### config.mk
export PLATFORM = sky130hd
export DESIGN_NAME = cv32e40p_rf_writeback
export DESIGN_NICKNAME = d
export VERILOG_FILES = /design/src/rtl/cv32e40p_pkg.sv /design/src/rtl/cv32e40p_rf_wb_fifo.sv /design/src/rtl/cv32e40p_rf_writeback.sv
export SDC_FILE = /design/constraint.sdc
export NUM_CORES = 1
export LEC_CHECK = 0
export ABC_AREA = 1
export CAP_MARGIN = 20
export CORE_MARGIN = 8
export CORE_UTILIZATION = 40
export CTS_BUF_LIST = sky130_fd_sc_hd__clkbuf_2 sky130_fd_sc_hd__clkbuf_4 sky130_fd_sc_hd__clkbuf_8
export DETAILED_ROUTE_END_ITERATION = 10
export GPL_ROUTABILITY_DRIVEN = 0
export PLACE_DENSITY = 0.71
export SLEW_MARGIN = 5
export SYNTH_ARGS = -nofsm -noshare
export SYNTH_HDL_FRONTEND = slang
export SYNTH_SLANG_ARGS = --single-unit
export TNS_END_PERCENT = 30
### constraint.sdc
create_clock -name clk -period 5.27 [get_ports clk]
set_input_delay 1.054 -clock clk [delete_from_list [all_inputs] [get_ports clk]]
set_output_delay 1.054 -clock clk [all_outputs]
set_load 0.02 [all_outputs]
### src/rtl/cv32e40p_pkg.sv
`default_nettype none
// ============================================================================
// Module      : cv32e40p_pkg
// Description : Shared types and constants for the register-file writeback
//               block: long-channel FIFO entry layout, L_DEPTH limits and
//               the destination-match helper used for hazard and busy
//               tracking.
// Revision    : 1.0 - initial release
// ============================================================================
package cv32e40p_pkg;

    // Register address / data widths the FIFO entry layout is built for.
    localparam int c_rf_wb_addr_width = 5;
    localparam int c_rf_wb_data_width = 32;

    // Legal range of the long-channel FIFO depth.
    localparam int c_rf_wb_l_depth_min = 1;
    localparam int c_rf_wb_l_depth_max = 4;

    // One queued long-latency result: destination, pair flag, both halves.
    typedef struct packed {
        logic [c_rf_wb_addr_width-1:0] addr;
        logic                          is64;
        logic [c_rf_wb_data_width-1:0] lo;
        logic [c_rf_wb_data_width-1:0] hi;
    } rf_wb_entry_t;

    // True when entry e will write register r. The pair high half is
    // addr+1 taken modulo the register count, so an illegal pair at the
    // top register maps its high half onto x0, which never matches.
    function automatic logic rf_wb_targets(
        input rf_wb_entry_t                  e,
        input logic [c_rf_wb_addr_width-1:0] r
    );
        logic [c_rf_wb_addr_width-1:0] hi_addr;
        hi_addr = e.addr + 1'b1;
        return (r != '0) && ((e.addr == r) || (e.is64 && (hi_addr == r)));
    endfunction

endpackage : cv32e40p_pkg
`default_nettype wire

### src/rtl/cv32e40p_rf_wb_fifo.sv
`default_nettype none
// ============================================================================
// Module      : cv32e40p_rf_wb_fifo
// Description : Small circular FIFO for long-channel writeback entries.
//               Exposes the head plus every slot with its valid flag so the
//               parent can run hazard and busy checks over all pending
//               entries.
// Ports       : clk, rst_n       - clock, async active-low reset
//               i_push/i_push_data - write an entry (ignored when full)
//               i_pop            - drop the head (ignored when empty)
//               o_full/o_empty   - occupancy flags
//               o_head           - oldest entry
//               o_entries/o_valid- all slots and which are occupied
//               o_head_sel       - one-hot slot of the head (0 when empty)
// Revision    : 1.0 - initial release
// ============================================================================
module cv32e40p_rf_wb_fifo #(
    parameter int  DEPTH = 2,
    parameter type T     = logic
) (
    input  logic             clk,
    input  logic             rst_n,
    input  logic             i_push,
    input  T                 i_push_data,
    input  logic             i_pop,
    output logic             o_full,
    output logic             o_empty,
    output T                 o_head,
    output T                 o_entries [DEPTH],
    output logic [DEPTH-1:0] o_valid,
    output logic [DEPTH-1:0] o_head_sel
);

    // A depth-1 FIFO still gets a 1-bit pointer that simply stays at 0.
    localparam int c_ptr_w = (DEPTH > 1) ? $clog2(DEPTH) : 1;
    localparam int c_cnt_w = $clog2(DEPTH + 1);

    T                     r_mem [DEPTH];
    logic [c_ptr_w-1:0]   r_wr_ptr;
    logic [c_ptr_w-1:0]   r_rd_ptr;
    logic [c_cnt_w-1:0]   r_count;

    logic                 w_push;
    logic                 w_pop;

    assign o_full  = (r_count == c_cnt_w'(DEPTH));
    assign o_empty = (r_count == '0);
    assign w_push  = i_push & ~o_full;
    assign w_pop   = i_pop & ~o_empty;

    // Storage carries no reset; only the occupancy state decides validity.
    always_ff @(posedge clk) begin
        if (w_push) begin
            r_mem[r_wr_ptr] <= i_push_data;
        end
    end

    always_ff @(posedge clk or negedge rst_n) begin
        if (!rst_n) begin
            r_wr_ptr <= '0;
            r_rd_ptr <= '0;
            r_count  <= '0;
        end else begin
            if (w_push) begin
                r_wr_ptr <= (r_wr_ptr == c_ptr_w'(DEPTH - 1)) ? '0 : r_wr_ptr + 1'b1;
            end
            if (w_pop) begin
                r_rd_ptr <= (r_rd_ptr == c_ptr_w'(DEPTH - 1)) ? '0 : r_rd_ptr + 1'b1;
            end
            case ({w_push, w_pop})
                2'b10:   r_count <= r_count + 1'b1;
                2'b01:   r_count <= r_count - 1'b1;
                default: r_count <= r_count;
            endcase
        end
    end

    // A slot is occupied when its distance from the read pointer (modulo
    // DEPTH) is below the current count.
    always_comb begin
        o_valid    = '0;
        o_head_sel = '0;
        for (int i = 0; i < DEPTH; i++) begin
            if (int'(r_rd_ptr) <= i) begin
                o_valid[i] = (i - int'(r_rd_ptr)) < int'(r_count);
            end else begin
                o_valid[i] = (i + DEPTH - int'(r_rd_ptr)) < int'(r_count);
            end
            o_head_sel[i] = (int'(r_rd_ptr) == i) && (r_count != '0);
        end
    end

    assign o_head    = r_mem[r_rd_ptr];
    assign o_entries = r_mem;

endmodule : cv32e40p_rf_wb_fifo
`default_nettype wire

### src/rtl/cv32e40p_rf_writeback.sv
`default_nettype none
// ============================================================================
// Module      : cv32e40p_rf_writeback
// Description : Register-file writeback arbiter. The A channel writes
//               single-cycle results straight through port A; the L channel
//               queues long-latency/paired results in a FIFO that retires
//               one entry per cycle through port B. A requests stall while
//               any queued or incoming L entry targets the same register.
// Ports       : clk, rst_n                 - clock, async active-low reset
//               a_*                        - single-cycle result channel
//               l_*                        - long-latency / pair channel
//               rf_*_a_o                   - register-file write port A
//               rf_*_b_o, rf_wdata_b1_o,
//               rf_instr64_oe_o            - register-file write port B
//               l_err_o                    - illegal pair retired
//               busy_o                     - pending-write vector
// Config      : CV32E40P_RF_WB_SCOREBOARD_EN adds the registered busy_o
//               scoreboard output.
// Revision    : 1.0 - initial release
// ============================================================================
module cv32e40p_rf_writeback
    import cv32e40p_pkg::*;
#(
    parameter int ADDR_WIDTH = c_rf_wb_addr_width,
    parameter int DATA_WIDTH = c_rf_wb_data_width,
    parameter int L_DEPTH    = 2
) (
    input  logic                    clk,
    input  logic                    rst_n,
    // A channel
    input  logic                    a_valid_i,
    output logic                    a_ready_o,
    input  logic [ADDR_WIDTH-1:0]   a_addr_i,
    input  logic [DATA_WIDTH-1:0]   a_data_i,
    // L channel
    input  logic                    l_valid_i,
    output logic                    l_ready_o,
    input  logic [ADDR_WIDTH-1:0]   l_addr_i,
    input  logic                    l_is64_i,
    input  logic [DATA_WIDTH-1:0]   l_data_lo_i,
    input  logic [DATA_WIDTH-1:0]   l_data_hi_i,
    // Register file port A
    output logic [ADDR_WIDTH-1:0]   rf_waddr_a_o,
    output logic [DATA_WIDTH-1:0]   rf_wdata_a_o,
    output logic                    rf_we_a_o,
    // Register file port B
    output logic [ADDR_WIDTH-1:0]   rf_waddr_b_o,
    output logic [DATA_WIDTH-1:0]   rf_wdata_b_o,
    output logic [DATA_WIDTH-1:0]   rf_wdata_b1_o,
    output logic                    rf_we_b_o,
    output logic                    rf_instr64_oe_o,
    output logic                    l_err_o
`ifdef CV32E40P_RF_WB_SCOREBOARD_EN
    ,
    output logic [2**ADDR_WIDTH-1:0] busy_o
`endif
);

    // The FIFO entry layout is fixed by the package, so the widths must
    // agree with it and the depth must stay within the supported range.
    generate
        if ((ADDR_WIDTH != c_rf_wb_addr_width) || (DATA_WIDTH != c_rf_wb_data_width) ||
            (L_DEPTH < c_rf_wb_l_depth_min) || (L_DEPTH > c_rf_wb_l_depth_max)) begin : g_param_check
            $error("cv32e40p_rf_writeback: unsupported ADDR_WIDTH/DATA_WIDTH/L_DEPTH");
        end
    endgenerate

    rf_wb_entry_t         w_l_entry;
    rf_wb_entry_t         w_head;
    rf_wb_entry_t         w_entries [L_DEPTH];
    logic [L_DEPTH-1:0]   w_valid;
    logic [L_DEPTH-1:0]   w_head_sel;
    logic [L_DEPTH-1:0]   w_keep;
    logic                 w_full;
    logic                 w_empty;
    logic                 w_l_push;
    logic                 w_head_vld;
    logic                 w_pair_illegal;
    logic                 w_a_hazard;
    logic                 w_a_xfer;

    assign w_l_entry.addr = l_addr_i;
    assign w_l_entry.is64 = l_is64_i;
    assign w_l_entry.lo   = l_data_lo_i;
    assign w_l_entry.hi   = l_data_hi_i;

    // No bypass when full: a pop in the same cycle does not open the slot.
    assign l_ready_o = ~w_full;
    assign w_l_push  = l_valid_i & ~w_full;

    cv32e40p_rf_wb_fifo #(
        .DEPTH (L_DEPTH),
        .T     (rf_wb_entry_t)
    ) u_fifo (
        .clk         (clk),
        .rst_n       (rst_n),
        .i_push      (w_l_push),
        .i_push_data (w_l_entry),
        .i_pop       (~w_empty),
        .o_full      (w_full),
        .o_empty     (w_empty),
        .o_head      (w_head),
        .o_entries   (w_entries),
        .o_valid     (w_valid),
        .o_head_sel  (w_head_sel)
    );

    // Entries that survive the current edge (the head always retires).
    assign w_keep = w_valid & ~w_head_sel;

    // ------------------------------------------------------------------
    // A channel: stall on any pending or incoming L write to the same
    // register, since the L result is the older of the two.
    // ------------------------------------------------------------------
    always_comb begin
        w_a_hazard = 1'b0;
        for (int i = 0; i < L_DEPTH; i++) begin
            if (w_keep[i] && rf_wb_targets(w_entries[i], a_addr_i)) begin
                w_a_hazard = 1'b1;
            end
        end
        if (w_head_vld && rf_wb_targets(w_head, a_addr_i)) begin
            w_a_hazard = 1'b1;
        end
        if (w_l_push && rf_wb_targets(w_l_entry, a_addr_i)) begin
            w_a_hazard = 1'b1;
        end
    end

    assign a_ready_o = ~w_a_hazard;

    // Qualified by rst_n so port A stays quiet while reset is held.
    assign w_a_xfer     = rst_n & a_valid_i & a_ready_o;
    assign rf_we_a_o    = w_a_xfer & (a_addr_i != '0);
    assign rf_waddr_a_o = w_a_xfer ? a_addr_i : '0;
    assign rf_wdata_a_o = w_a_xfer ? a_data_i : '0;

    // ------------------------------------------------------------------
    // Port B: the FIFO head retires every cycle it is valid.
    // ------------------------------------------------------------------
    assign w_head_vld     = ~w_empty;
    assign w_pair_illegal = w_head.is64 & (w_head.addr == '1);

    assign rf_we_b_o       = w_head_vld & (w_head.addr != '0);
    assign rf_waddr_b_o    = w_head_vld ? w_head.addr : '0;
    assign rf_wdata_b_o    = w_head_vld ? w_head.lo   : '0;
    assign rf_wdata_b1_o   = w_head_vld ? w_head.hi   : '0;
    assign rf_instr64_oe_o = w_head_vld & w_head.is64 & ~w_pair_illegal;
    assign l_err_o         = w_head_vld & w_pair_illegal;

`ifdef CV32E40P_RF_WB_SCOREBOARD_EN
    // ------------------------------------------------------------------
    // Scoreboard: registered image of the FIFO contents as they will be
    // after this edge (surviving entries plus the one being pushed).
    // ------------------------------------------------------------------
    logic [2**ADDR_WIDTH-1:0] r_busy;
    logic [2**ADDR_WIDTH-1:0] w_busy_nxt;

    always_comb begin
        w_busy_nxt = '0;
        for (int r = 1; r < 2**ADDR_WIDTH; r++) begin
            for (int i = 0; i < L_DEPTH; i++) begin
                if (w_keep[i] && rf_wb_targets(w_entries[i], c_rf_wb_addr_width'(r))) begin
                    w_busy_nxt[r] = 1'b1;
                end
            end
            if (w_l_push && rf_wb_targets(w_l_entry, c_rf_wb_addr_width'(r))) begin
                w_busy_nxt[r] = 1'b1;
            end
        end
    end

    always_ff @(posedge clk or negedge rst_n) begin
        if (!rst_n) begin
            r_busy <= '0;
        end else begin
            r_busy <= w_busy_nxt;
        end
    end

    assign busy_o = r_busy;
`endif

endmodule : cv32e40p_rf_writeback
`default_nettype wire
**Yosys cells after proc, flatten, opt, wreduce, memory -nomap -nowiden**

Cells that the tools add are included.

- Bits in latches: 0
- Memories kept: 0
- Bits in read-only memories: 0
- Memory bits (writable): 0
- Register bits: 144
- Output and inout port bits: 112

- Div/mod/pow operators: 0
- Shift-type cells: 0
- Equal/unequal tests: 12
- Add/sub/neg operators: 11
- Bitwise logic cells: 19
- Reductions and logical operators: 24
- Mux-type cells: 19
- Order comparisons: 7
- Multipliers: 0

Operators by type and width:

| operator | number |
|---|---|
| $mux W70 | 4 |
| $bwmux W140 | 1 |
| $lt A32 B3 Y1 | 3 |
| $mux W32 | 3 |
| $demux W70 S1 | 1 |
| $eq A5 B5 Y1 | 8 |
| $add A5 B1 Y5 const B | 4 |
| $logic_and A1 B1 Y1 | 15 |
| $and A1 B1 Y1 | 10 |
| $mux W5 | 2 |
| $reduce_bool A5 Y1 | 2 |
| $mux W1 | 7 |
| $eq A5 B5 Y1 const B | 1 |
| $not A1 Y1 | 5 |
| $eq A2 B2 Y1 const B | 2 |
| $ge A2 B2 Y1 const B | 2 |
| $logic_or A1 B1 Y1 | 4 |
| $not A1 Y2 | 2 |
| $pmux W2 S2 | 1 |
| $reduce_bool A2 Y1 | 2 |
| $sub A1 B1 Y2 const A | 2 |
| $sub A2 B1 Y3 const A | 1 |
| $add A1 B1 Y1 const B | 2 |
| $add A2 B1 Y2 const B | 1 |
| 7 further kinds | 7 |

**Longest topological paths before layout**

Gate-level depths: netlist of run 1.

- Word-level depth: 15
- Gate-level depth with buffers: 20

**Cells and area by module**

A second synthesis of run 1 with hierarchy kept.

- Cell total of the unflattened synthesis: 826
- Area, all modules: 7264.5 um^2

By module, submodules not included:

| module | instances | sequential area each (um^2) | cells an instance | area an instance (um^2) |
|---|---|---|---|---|
| cv32e40p_rf_wb_fifo | 1 | 4304.1 | 407 | 5420.2 |
| cv32e40p_rf_writeback | 1 | 0.0 | 419 | 1844.3 |

**Least setup slack after synthesis of run 1**

No wires, ideal clock.

- Kind: in2reg
- Start: input l_valid_i
- End: register u_fifo.r_mem (netlist bit u_fifo.o_entries[0]), enable pin
- Slack: 661 ps
- Stages on the path: 2
- Data required time: 4770 ps
- Arrival time: 4109 ps
- Library setup time: 500 ps
- Cells stage by stage: nand2_1 > nor2_1

- Cells in the longest elaborated chain, start to end: 2

RTL lines:

| element | line | text |
|---|---|---|
| from (decl) | cv32e40p_rf_writeback.sv:36 | `input logic l_valid_i,` |
| $and A1 B1 Y1 | cv32e40p_rf_writeback.sv:89 | `assign w_l_push = l_valid_i & ~w_full;` |
| $and A1 B1 Y1 | cv32e40p_rf_wb_fifo.sv:48 | `assign w_push = i_push & ~o_full;` |
| to (signal, indexed assignment) | cv32e40p_rf_wb_fifo.sv:54 | `r_mem[r_wr_ptr] <= i_push_data;` |
| to (decl) | cv32e40p_rf_wb_fifo.sv:38 | `T r_mem [DEPTH];` |

Every way passes these cells.
A chain may end at the register's enable or synchronous reset.

**Worst setup path in the final report of run 1**

- Start: register u_fifo.r_rd_ptr
- End: output rf_waddr_a_o[2]

- Cells in the longest elaborated chain, start to end: 15
- Elaborated cells between the ends (all ways): 33
- Those cells by class: add/sub (4); order compare (4); eq/ne (2); mux (9); bitwise (6); reduce/logical (8)

RTL lines:

| element | line | text |
|---|---|---|
| from (decl) | cv32e40p_rf_wb_fifo.sv:40 | `logic [c_ptr_w-1:0] r_rd_ptr;` |
| from (signal assigned) | cv32e40p_rf_wb_fifo.sv:68 | `r_rd_ptr <= (r_rd_ptr == c_ptr_w'(DEPTH - 1)) ? '0 : r_rd_ptr + 1'b1;` |
| branches (longest 10 deep; another with $lt A32 B3 Y1) | n/a |  |
| $mux W1 * | cv32e40p_rf_writeback.sv:122 | `if (w_head_vld && rf_wb_targets(w_head, a_addr_i)) begin` |
| $mux W1 * | cv32e40p_rf_writeback.sv:125 | `if (w_l_push && rf_wb_targets(w_l_entry, a_addr_i)) begin` |
| $not A1 Y1 * | cv32e40p_rf_writeback.sv:130 | `assign a_ready_o = ~w_a_hazard;` |
| $and A1 B1 Y1 * | cv32e40p_rf_writeback.sv:133 | `assign w_a_xfer = rst_n & a_valid_i & a_ready_o;` |
| $mux W5 * | cv32e40p_rf_writeback.sv:135 | `assign rf_waddr_a_o = w_a_xfer ? a_addr_i : '0;` |
| to (decl) | cv32e40p_rf_writeback.sv:43 | `output logic [ADDR_WIDTH-1:0] rf_waddr_a_o,` |

Every way passes the cells marked *. The select of a mux whose other input is x is not followed.

==> results of run 1 <==
[placed cells by master, fill, tap and decap left out, types with 2 or more instances in the layout]
master           Yosys  final
clkdlybuf4s50_1      0    222
or2_2                2      2
inv_8                0      3
inv_6                0      3
clkinv_4             0      3
a21oi_1             67     67
nor2_2              30     30
nand4_1              2      2
nor2_1              35     32
clkinvlp_4           0      4
dfrtp_1              4      3
edfxtp_1           140    140
nor2_4               0      3
ha_1                 9      9
xor2_1               6      6
inv_1               76     76
nor3_1               4      4
buf_4                1     10
o21ai_0              2      2
inv_2                2      2
nand2_2              6      6
nand3_1             31     31
nand2_1            230    230
xnor2_1              6      6
clkbuf_8             0     18
[cell families (layout without fill, tap and decap cells)]
logic type	Yosys count	after routing	synth area share, %
AO/OA/AOI/OAI	73	73	5.52
AND/OR/NAND/NOR	344	344	21.5
adder cells (fa/ha/maj)	9	9	1.66
buffers and inverters	107	344	6.44
flip-flops	144	144	63.3
XOR/XNOR	12	12	1.55
[per-stage QoR]
step | hold WS, ps | area (sq um) | total power (W) | util [%]
finish | 586 | 9670 | 0.00511 | 58.3
global route | 624 | 9670 | 0.00542 | 58.3
CTS | 592 | 9640 | 0.00516 | 58.1
detailed placement | 573 | 9260 | 0.00432 | 55.8
global placement | 567 | 9260 | 0.00429 | 55.8
floorplan | 488 | 6800 | 0.00313 | -
[critical path: stages, from the launching register on]
cell and delay, ps:
dfrtp_2 470, inv_2 150, nand2_1 90, nand2_1 190, inv_1 70, ha_1 190
inv_1 80, nor3_1 60, ha_1 320, inv_1 50, nand2_1 60, nand2_1 60
nor2_1 80, nand3_1 80, nor2_1 100, nand2_1 50, nand2_1 80, nand3_2 90
nand4_4 110, clkbuf_8 340, nor2_1 80, clkdlybuf4s50_1 550
[worst min-delay path by stage]
stage          depth (start not counted)                   startpoint                     endpoint
2_1_floorplan                          2  u_fifo.r_wr_ptr$_DFFE_PN0P_  u_fifo.r_wr_ptr$_DFFE_PN0P_
3_3_place_gp                           2  u_fifo.r_wr_ptr$_DFFE_PN0P_  u_fifo.r_wr_ptr$_DFFE_PN0P_
3_5_place_dp                           2  u_fifo.r_wr_ptr$_DFFE_PN0P_  u_fifo.r_wr_ptr$_DFFE_PN0P_
4_1_cts                                2  u_fifo.r_wr_ptr$_DFFE_PN0P_  u_fifo.r_wr_ptr$_DFFE_PN0P_
5_1_grt                                2  u_fifo.r_wr_ptr$_DFFE_PN0P_  u_fifo.r_wr_ptr$_DFFE_PN0P_
6_report                               2  u_fifo.r_wr_ptr$_DFFE_PN0P_  u_fifo.r_wr_ptr$_DFFE_PN0P_
[sequential cells by signal (all words and copies together), names as in the netlist]
name / count
u_fifo.o_entries: 140
u_fifo.r_count: 2
u_fifo.r_rd_ptr: 1
u_fifo.r_wr_ptr: 1
[cell type report]
type                            count  area (sq um)
Fill cell                        1417          6910
Sequential cell                   144          4310
Timing Repair Buffer              234          2330
Multi-Input combinational cell    438          2080
Inverter                           78           293
Tap cell                          220           275
Clock buffer                       17           234
Clock inverter                     15           151
[metal layers]
metal / vias to the layer above / part of all wire (%) / GRT usage (%)
met3: 27 / 9.0 / 7.48
met1: 2473 / 42 / 19.0
met5: - / 0.066 / 0
met2: 218 / 47 / 27.7
met4: 2 / 2.0 / 5.67
li1: 2704 / - / -
[power groups by stage]
stage	registers, W	logic (W)	clock network (W)
after global placement	0.00168	0.00261	0
final	0.00165	0.00262	0.000834
after CTS	0.00166	0.00264	0.000859
after floorplan	0.00168	0.00145	0
after global routing	0.00167	0.00284	0.000911
after detailed placement	0.00169	0.00263	0
[repair_timing]
action,in CTS,in global routing
endpoints found under the setup margin,0,35
endpoints found under the hold margin,0,0
buffers inserted,0,3
resized for setup,0,2
==> flow_metrics.env, run 1 <==
export IMPL_crit_start="u_fifo.r_rd_ptr$_DFFE_PN0N_"
export IMPL_fin_ws_ps=425
export IMPL_syn_area_per_cell_sq_um=9.87
export IMPL_max_cap_violations=0
export IMPL_yosysTopAreaCell="edfxtp_1"
export IMPL_fp_coreArea_sq_um=16600
export IMPL_area_delta_synth_final_pct=42.2
export IMPL_synth_edf_count=140
export IMPL_async_flop_share_pct=2.78
export IMPL_drv_slew=0
export IMPL_start_kind="register"
export IMPL_cts_made_buffers=17
export IMPL_grt_pass1_vias=5376
export IMPL_reg2reg_slack_ps=2910
export IMPL_die_area_sq_um=21400
export IMPL_seq_power_share_pct=32.4
export IMPL_path_max_fanout=35
export IMPL_totalWireLength_mm=18.0
export IMPL_io_buffers=222
export IMPL_combPwrFrac_pct=51.3
export IMPL_cp_required_ps=4220
export IMPL_final_hold_viol_count=0
export IMPL_ys_seq_elements=144
export IMPL_fmax_mhz=206
export IMPL_cts_clk_slew_worst_paths_ps=80
export IMPL_netlist_instances=689
export IMPL_min_period_ps=4840
export IMPL_synth_cell_area_sq_um=6800
export IMPL_hpwlAfterDp_mm=12.8
export IMPL_grt_ovfl_total=0
export IMPL_worst_setup_path_type="register to output pin"
export IMPL_grt_pass1_wl_mm=28.3
export IMPL_drc=0
export IMPL_synth_area_leaders="edfxtp_1 (62%), nand2_1 (13%), a21oi_1 (4.9%)"
export IMPL_cts_sinks=144
export IMPL_drive_above_1_share_pct=9.83
export IMPL_dp_slack_ps=468
export IMPL_power_leakage_nw=3.88
export IMPL_netSwitchingFraction_pct=41.4
export IMPL_rsz0062_at_grt="no"
export IMPL_ctsHoldBuffers=0
export IMPL_ir_drop_mv=0.373
export IMPL_reg2reg_from="u_fifo.r_count[0]$_DFFE_PN0P_"
export IMPL_layout_worst_path_cycle_share_pct=91.9
export IMPL_r2r_end="u_fifo.r_count[1]$_DFFE_PN0P_"
export IMPL_die_h_um=146
export IMPL_slew_headroom_pct=34.9
export IMPL_pin_count=223
export IMPL_n_antenna_cell=0
export IMPL_num_rows=47
export IMPL_power_density_nw_per_um2=528
export IMPL_min_path_type="register to register"
export IMPL_cts_root_buffer="clkbuf_8"
export IMPL_drtIter0Drc=263
export IMPL_final_cells=1146
export IMPL_ys_top_cells_by_count="nand2_1 (230), edfxtp_1 (140), inv_1 (76)"
export IMPL_finalSetupTns_ps=0
export IMPL_fin_nets=1033
export IMPL_status="completed"
export IMPL_reg2reg_depth=7
export IMPL_h_tree_depth=4
export IMPL_synthMostInstantiatedCell="nand2_1"
export IMPL_tightestPinTransition_ps=976
export IMPL_p_clk_share_pct=16.3
export IMPL_switchingPower_w=0.00212
export IMPL_firstDrtPassIters=5
export IMPL_die_w_um=146
export IMPL_end_kind="output pin"
export IMPL_cts_tree="built"
export IMPL_grt_max_degree=74
export IMPL_setup_violations=0
export IMPL_antenna_found_initial=1
export IMPL_dp_cells=1111
export IMPL_drtAntennaViolNets=0
export IMPL_synth_cell_type_count=30
export IMPL_vias_per_cell=4.73
export IMPL_setup_worst_path_end="rf_waddr_a_o[2]"
export IMPL_critPathArrivalTime_ps=3790
export IMPL_yosysTopAreaCellShare_pct=61.8
export IMPL_skew_ps=11.3
export IMPL_wl_per_cell_um=15.7
export IMPL_yosysSeqAreaShare_pct=63.3
export IMPL_p_int_w=0.00299
export IMPL_grtUsageTotal_pct=16.7
export IMPL_synth_fp_nets=809
export IMPL_route_vias_total=5424
export IMPL_clk_latency_ps=440
export IMPL_yosys_warnings=0
export IMPL_synthFlopType="edfxtp_1"
export IMPL_cts_path_max_buffers=2
export IMPL_start_util_pct=41.0
(Power assumes the default switching activity.)
==> run 2, diff against run 1 <==
- MAX_ROUTING_LAYER: unset -> met4
- SETUP_SLACK_MARGIN: unset -> 0.1
- clock period: 5.27 -> 5.8 ns (I/O delays scaled with it)
==> flow_metrics.env, run 2 (same netlist as run 1, synthesis figures left out) <==
export IMPL_layout_worst_path_cycle_share_pct=90.3
export IMPL_vias_per_cell=4.78
export IMPL_route_vias_total=5464
export IMPL_slew_headroom_pct=34.1
export IMPL_cts_path_max_buffers=2
export IMPL_grtUsageTotal_pct=17.6
export IMPL_power_density_nw_per_um2=483
export IMPL_finalSetupTns_ps=0
export IMPL_fin_nets=1030
export IMPL_cts_clk_slew_worst_paths_ps=80
export IMPL_die_w_um=146
export IMPL_ir_drop_mv=0.338
export IMPL_final_cells=1143
export IMPL_max_cap_violations=0
export IMPL_cts_resized=0
export IMPL_start_util_pct=41.0
export IMPL_clk_latency_ps=440
export IMPL_dp_cells=1111
export IMPL_grt_pass1_vias=5381
export IMPL_wl_per_cell_um=16.0
export IMPL_min_period_ps=5240
export IMPL_tightestPinTransition_ps=988
export IMPL_most_common_layout_cells="nand2_1 (230), clkdlybuf4s50_1 (222), edfxtp_1 (140), inv_1 (76), a21oi_1 (67)"
export IMPL_antenna_found_initial=1
export IMPL_cts_root_buffer="clkbuf_8"
export IMPL_final_hold_viol_count=0
export IMPL_drtIter0Drc=446
export IMPL_setup_violations=0
export IMPL_power_leakage_nw=3.88
export IMPL_ctsHoldBuffers=0
export IMPL_postCtsSetupBuffers=0
export IMPL_drc=0
export IMPL_rsz0062_at_grt="no"
export IMPL_pin_count=223
export IMPL_firstDrtPassIters=5
export IMPL_fmax_mhz=191
export IMPL_grt_pass1_wl_mm=28.8
export IMPL_cp_required_ps=4640
export IMPL_drv_slew=0
export IMPL_grt_ovfl_total=0
export IMPL_status="completed"
export IMPL_area_delta_synth_final_pct=41.8
export IMPL_end_kind="output pin"
export IMPL_min_path_type="register to register"
export IMPL_cts_tree="built"
export IMPL_hpwlAfterDp_mm=12.9
export IMPL_drive_above_1_share_pct=9.22
export IMPL_cts_made_buffers=17
export IMPL_largest_reg_flops=140
export IMPL_num_rows=47
export IMPL_grt_max_degree=72
export IMPL_die_area_sq_um=21400
export IMPL_critPathArrivalTime_ps=4080
export IMPL_path_max_fanout=22
export IMPL_totalWireLength_mm=18.3
export IMPL_h_tree_depth=4
export IMPL_start_kind="register"
export IMPL_skew_ps=16.0
export IMPL_io_buffers=222
export IMPL_drtAntennaViolNets=0
export IMPL_worst_setup_path_type="register to output pin"
export IMPL_final_common_cell="nand2_1"
export IMPL_fp_coreArea_sq_um=16600
export IMPL_cts_sinks=144
export IMPL_die_h_um=146
==> run 2: changes by cell type in the layout (fill, tap and decap cells not counted), sizes merged <==
cell	previous run	this run
bufinv	1	3
diode	0	1
inv	84	80
buf	11	9
clkinvlp	4	1
clkbuf	18	20
clkinv	4	5
==> run 2: final timing paths <==
path	cells past startpoint	startpoint	to	slack [ps]
worst max-delay path	21	u_fifo.r_rd_ptr$_DFFE_PN0N_	rf_wdata_a_o[25]	560
worst min-delay path	2	u_fifo.r_wr_ptr$_DFFE_PN0P_	u_fifo.r_wr_ptr$_DFFE_PN0P_	590
worst max register to register	5	u_fifo.r_count[1]$_DFFE_PN0P_	u_fifo.o_entries[52]$_DFFE_PP_	3580
worst min register to register	2	u_fifo.r_wr_ptr$_DFFE_PN0P_	u_fifo.r_wr_ptr$_DFFE_PN0P_	590
max in group asynchronous	1	rst_n	u_fifo.r_rd_ptr$_DFFE_PN0N_	4660
min in group asynchronous	1	rst_n	u_fifo.r_count[0]$_DFFE_PN0P_	930
==> run 2: layout make-up <==
type | instances | area, sq um
Antenna cell | 1 | 2.50
Sequential cell | 144 | 4310
Fill cell | 1452 | 6940
Inverter | 78 | 293
Multi-Input combinational cell | 438 | 2080
Clock inverter | 11 | 138
Timing Repair Buffer | 231 | 2290
Tap cell | 220 | 275
Clock buffer | 20 | 256
==> run 2: stage by stage <==
stage / power [W] / setup slack, ps / hold WS (ps) / util [%] / instance area (sq um)
floorplan: 0.00285 / 1090 / 488 / - / 6800
global placement: 0.00389 / 600 / 566 / 55.7 / 9240
detailed placement: 0.00391 / 580 / 576 / 55.7 / 9240
CTS: 0.00471 / 490 / 593 / 58.1 / 9640
global route: 0.00494 / 239 / 635 / 58.1 / 9640
finish: 0.00466 / 563 / 586 / 58.1 / 9640
==> run 2: critical path, cell delays in order (launching register included) <==
cell             delay [ps]
dfrtp_2                 420
buf_4                   230
nand2_1                 130
nand2_1                 160
inv_1                    90
ha_1                    150
inv_1                    60
nor3_1                  220
ha_1                    280
inv_1                    50
nand2_1                  40
nand2_1                  60
nor2_1                   40
nand3_1                  80
nor2_1                   50
nand2_1                  50
nand2_1                  70
nand3_2                  80
nand4_4                 300
buf_4                   350
nor2_2                  110
clkdlybuf4s50_1         610
==> run 2: where the power goes <==
part	internal [W]	leakage, nW	switching [W]
Combinational	0.000924	2.33	0.00144
Clock	0.000434	0.203	0.000361
Sequential	0.00143	1.35	0.0000750
==> run 2: routing by layer <==
metal | global-route usage [%] | wire length [um] | vias to the layer above
li1 | - | - | 2698
met1 | 19.6 | 7450 | 2507
met2 | 28.0 | 8790 | 226
met3 | 7.11 | 1640 | 33
met4 | 6.70 | 417 | 0
met5 | - | 0 | -
